===== config.mk =====
export PLATFORM = sky130hd
export DESIGN_NAME = bit_serializer
export DESIGN_NICKNAME = d
export VERILOG_FILES = /design/src/rtl/bit_serializer.sv
export SDC_FILE = /design/constraint.sdc
export NUM_CORES = 1
export LEC_CHECK = 0
export BUFFER_PORTS_ARGS = -buffer_cell sky130_fd_sc_hd__buf_4
export CAP_MARGIN = 20
export CORE_ASPECT_RATIO = 0.75
export CORE_MARGIN = 2
export CORE_UTILIZATION = 53
export CTS_CLUSTER_DIAMETER = 200
export DETAILED_ROUTE_END_ITERATION = 6
export PLACE_DENSITY = 0.82
export SYNTH_ARGS = -nofsm -noshare
export SYNTH_HDL_FRONTEND = slang
export SYNTH_SLANG_ARGS = --single-unit

===== constraint.sdc =====
create_clock -name clk -period 1.7 [get_ports clk]
set_input_delay 0.085 -clock clk [delete_from_list [all_inputs] [get_ports clk]]
set_output_delay 0.085 -clock clk [all_outputs]
set_load 0.005 [all_outputs]

===== src/rtl/bit_serializer.sv =====
// bit_serializer
// ---------------------------------------------------------------------------
// Parallel-to-serial front end for a serial sequence detector. Words enter
// through a valid/ready load port into a one-word holding buffer. A shift
// engine emits each word one bit per enabled clock. While one frame is
// shifting, the buffer lets the next word wait, so consecutive words stream
// with no gap bits between them.
//
// Handshake: a word transfers on a rising edge where load_valid && load_ready.
// load_ready is !hold_full, so it comes from a register only and never depends
// combinationally on load_valid. While load_ready is low, load_valid and
// load_data are ignored.
//
// Ports:
//   clk          system clock; all logic updates on the rising edge
//   rst          synchronous, active-high reset
//   bit_en       bit-rate enable; the shift engine advances only when high
//   load_valid   load_data is valid this cycle
//   load_data    WIDTH-bit word to serialize
//   load_ready   holding buffer is empty and can accept a word
//   ser_out      serial bit stream (IDLE_BIT when no frame is shifting)
//   ser_valid    ser_out carries a frame bit
//   frame_start  high while the first bit of a frame is on ser_out
//   busy         a frame is shifting or the holding buffer is occupied
//   frame_count  number of words started, wrapping modulo 256
// ---------------------------------------------------------------------------
module bit_serializer #(
  parameter int WIDTH     = 8,
  parameter bit MSB_FIRST = 1'b1,
  parameter bit IDLE_BIT  = 1'b0
) (
  input  logic             clk,
  input  logic             rst,
  input  logic             bit_en,
  input  logic             load_valid,
  input  logic [WIDTH-1:0] load_data,
  output logic             load_ready,
  output logic             ser_out,
  output logic             ser_valid,
  output logic             frame_start,
  output logic             busy,
  output logic [7:0]       frame_count
);

  localparam int CW = (WIDTH > 1) ? $clog2(WIDTH) : 1;
  localparam logic [CW-1:0] LAST = CW'(WIDTH - 1);

  typedef enum logic {
    IDLE  = 1'b0,
    SHIFT = 1'b1
  } state_t;

  // State and its next value. state stays visible at this level so checkers
  // can bind to it directly.
  state_t           state, state_nxt;
  logic [WIDTH-1:0] hold_reg, hold_reg_nxt;
  logic             hold_full, hold_full_nxt;
  logic [WIDTH-1:0] shreg, shreg_nxt;
  logic [CW-1:0]    bit_cnt, bit_cnt_nxt;
  logic [7:0]       frame_cnt, frame_cnt_nxt;

  logic accept;
  logic take;
  logic last_bit;

  assign last_bit = (bit_cnt == LAST);

  // Accept needs an empty buffer and take needs a full one, so the two can
  // never occur on the same edge. That is why the buffer needs no bypass path.
  assign accept = load_valid && !hold_full;

  // A buffered word moves into the shifter either from IDLE, or on the edge
  // that retires the last bit of the current frame. The second case is what
  // gives gapless back-to-back frames.
  assign take = bit_en && hold_full && ((state == IDLE) || last_bit);

  // Next-state and datapath decode.
  always_comb begin
    state_nxt     = state;
    hold_reg_nxt  = hold_reg;
    hold_full_nxt = hold_full;
    shreg_nxt     = shreg;
    bit_cnt_nxt   = bit_cnt;
    frame_cnt_nxt = frame_cnt;

    if (accept) begin
      hold_reg_nxt  = load_data;
      hold_full_nxt = 1'b1;
    end

    if (take) begin
      shreg_nxt     = hold_reg;
      bit_cnt_nxt   = '0;
      state_nxt     = SHIFT;
      hold_full_nxt = 1'b0;
      frame_cnt_nxt = frame_cnt + 8'd1;
    end else if (bit_en && (state == SHIFT)) begin
      if (!last_bit) begin
        // Move the next bit into the output position.
        if (MSB_FIRST) begin
          shreg_nxt = {shreg[WIDTH-2:0], 1'b0};
        end else begin
          shreg_nxt = {1'b0, shreg[WIDTH-1:1]};
        end
        bit_cnt_nxt = bit_cnt + CW'(1);
      end else begin
        state_nxt = IDLE;
      end
    end
  end

  // State register. A reset drops both the in-flight word and the buffered
  // word. The hold data register is also cleared, so its contents are
  // deterministic after reset.
  always_ff @(posedge clk) begin
    if (rst) begin
      state     <= IDLE;
      hold_reg  <= '0;
      hold_full <= 1'b0;
      shreg     <= '0;
      bit_cnt   <= '0;
      frame_cnt <= 8'd0;
    end else begin
      state     <= state_nxt;
      hold_reg  <= hold_reg_nxt;
      hold_full <= hold_full_nxt;
      shreg     <= shreg_nxt;
      bit_cnt   <= bit_cnt_nxt;
      frame_cnt <= frame_cnt_nxt;
    end
  end

  // Output decode. Every output comes from registered state only.
  assign load_ready  = !hold_full;
  assign ser_valid   = (state == SHIFT);
  assign ser_out     = (state == SHIFT) ? (MSB_FIRST ? shreg[WIDTH-1] : shreg[0])
                                        : IDLE_BIT;
  assign frame_start = (state == SHIFT) && (bit_cnt == '0);
  assign busy        = (state == SHIFT) || hold_full;
  assign frame_count = frame_cnt;

endmodule


==> results.ini <==
[route]
drc = 0
drt_iter0_drc = 51
dr.pass1.iters = 4
wl_microns = 3120
wire_per_inst_microns = 14.8
final_antenna_net_count = 0
vias_per_cell = 5.43
via_count = 1145

[yosys]
ys_seq_area_share_pct = 44.7
synth_top_area_share_pct = 44.7
syn_area_per_cell_sq_um = 9.22
yosys_register_bits = 29
synth_top_area_cell = dfxtp_1
netlist_instances = 141
synth_nets = 157
async_reset_ff_share_pct = 0
ys.flop_type = dfxtp_1
synth_common_cells = dfxtp_1, nor2_1, mux2i_1, o21ai_0
ys_warn_count = 0
ys_types = 33
netlist_top_cells_area = dfxtp_1, nor2_1, mux2i_1
netlist_area_sq_um = 1300
synth_most_common_cell = dfxtp_1
synth-edff-count = 0

[place]
port_buffers = 24
place_ws_ns = -0.0574
gp_congestion = 0.746
place_hpwl_microns = 2070

[critical_path]
startpoint = bit_cnt[0]
rr_startpoint = bit_cnt[0]
cp-start-kind = flop
arrival_ns = 1.87
crit_type = reg2reg
cp_max_fo = 6
endpoint = frame_count[5]
worstReg2RegEnd = frame_count[5]
rr_worst_depth = 7
required_ns = 1.92
r2r_setup_slack_ns = 0.06
endpoint_kind = flop

[flow_run]
maxCapViolations = 0

[global_route]
grt_util_all_layers_pct = 24.9
grt_max_degree = 31
grt_pass1_vias = 1077
antenna_found_initial = 0
met1_usage_pct = 30.8
grt_pass1_wl_microns = 4930
grt_use_met2_pct = 39.4
globalRouteOverflowTotal = 0
met3_usage_pct = 6.61
busiest_layer = met2

[clock_tree]
cts_tree = done
cts.clk_slew.worst_paths_ns = 0.09
cts.sinks = 29
insertion_delay_ns = 0.33
numCtsBuffers = 5
htree_levels = 2
root_buffer = clkbuf_4
cts.path.max_buffers = 2

[cells_and_area]
register_area_sq_um = 586
multi_input_area_sq_um = 724
synthToLayoutAreaGrowth_pct = 32.1
fillers = 167
diodes = 0
nets = 192
drive_above_1_share_pct = 30.5

[power]
ir_worst_vdd_v = 0.000530
seq_power_share_pct = 51.7
switchingPower_uw = 370
switching_share_pct = 26.0
power_uw = 1430
p_clk_share_pct = 33.5
leakagePower_uw = 0.000678
internal_power_uw = 1060
cellPowerDensity_nw_per_um2 = 831
comb_power_share_pct = 14.8

[floorplanning]
rows = 15
fp.dieW_microns = 61.2
ioPinCount = 25
initial_core_util_pct = 56.3
die_h_microns = 46.9
die-area_sq_um = 2870
core_area_sq_um = 2310

[status]
status = finished, final reports clean

[hold_path]
hp-class = in2reg
min_from = load_data[1]

[timing]
hold_viol = 0
maxSlewHeadroom_pct = 74.6
drv_slew = 0
worst_pin_slew_ns = 0.379
finalCritPeriodShare_pct = 96.7
max_clock_freq_ghz = 0.609
setup_violations = 0
clock_skew_ns = 0.00772
period_needed_ns = 1.64
whs_ns = 0.0103
setup_ws_ns = 0.0568
setup-tns-final_ns = 0

==> how the worst min path moves through the flow <==
stage,endpoint,slack (ns),cells past startpoint
detailed placement,hold_reg[2],0.33,3
finish,hold_reg[1],0.01,3
global placement,hold_reg[6],0.32,3
CTS,hold_reg[1],0.02,3
global route,hold_reg[6],0.03,3
floorplan,hold_reg[1],0.23,2
==> layer usage <==
layer / vias up / routed length (microns)
met5: - / 0
met1: 545 / 1300
met3: 8 / 169
met4: 0 / 99
li1: 558 / -
met2: 34 / 1550
==> power by group through the flow <==
stage	combinational (uW)	sequential (uW)	clock [uW]
2_1_floorplan	119	745	0
3_3_place_gp	174	751	0
3_5_place_dp	181	752	0
4_1_cts	200	737	483
5_1_grt	233	743	515
6_report	211	738	478
==> cell families after synthesis <==
kind of cell / after synthesis / synth area share (%)
adders and majority gates: 4 / 3.85
muxes: 9 / 7.03
buffers and inverters: 10 / 3.56
DFF: 29 / 44.7
xor gates and xnor gates: 6 / 4.04
AOI/OAI and AO/OA: 23 / 11.5
and+or+nand+nor: 60 / 25.4
==> layout make-up <==
type / instances / area share [%]
clock inverter: 1 / 0.291
tap: 34 / 2.48
multi-input combinational: 102 / 42.2
sequential: 29 / 34.1
timing repair buffer: 34 / 16.3
clock buffer: 7 / 3.79
inverter: 4 / 0.874
==> per-stage QoR <==
step                std cells  area (sq um)  utilization [%]
floorplan                 141          1300                -
global placement          196          1510             65.6
detailed placement        196          1510             65.6
CTS                       211          1670             72.4
global route              211          1720             74.4
finish                    211          1720             74.4
==> worst max-delay path: stages, from the launching register on <==
cell and delay [ns]:
dfxtp_4 0.38, ha_4 0.14, ha_4 0.13, and2b_4 0.22
buf_4 0.18, nor4b_4 0.28, xnor2_1 0.15, nor2_1 0.06
==> what timing repair did <==
| action | 4_1_cts | 5_1_grt |
|---|---|---|
| pin swaps | 0 | 5 |
| setup endpoints to repair | 6 | 12 |
| buffers inserted | 2 | 0 |
| hold buffers | 5 | 0 |
| hold endpoints to repair | 5 | 0 |
| gates resized for setup | 4 | 10 |
==> placed cells by master, fill, tap and decap left out, drive strengths merged, types with 2 or more instances in the layout <==
cell	n
or3	7
inv	4
dlygate4sd3	5
ha	4
nor2	29
buf	29
nor3	3
clkbuf	7
a211oi	7
nand2	7
nand4	2
dfxtp	29
nor2b	2
mux2i	8
nand3	3
a32oi	2
xnor2	6
o21ai	9
a21oi	3
(Power assumes the default switching activity.)
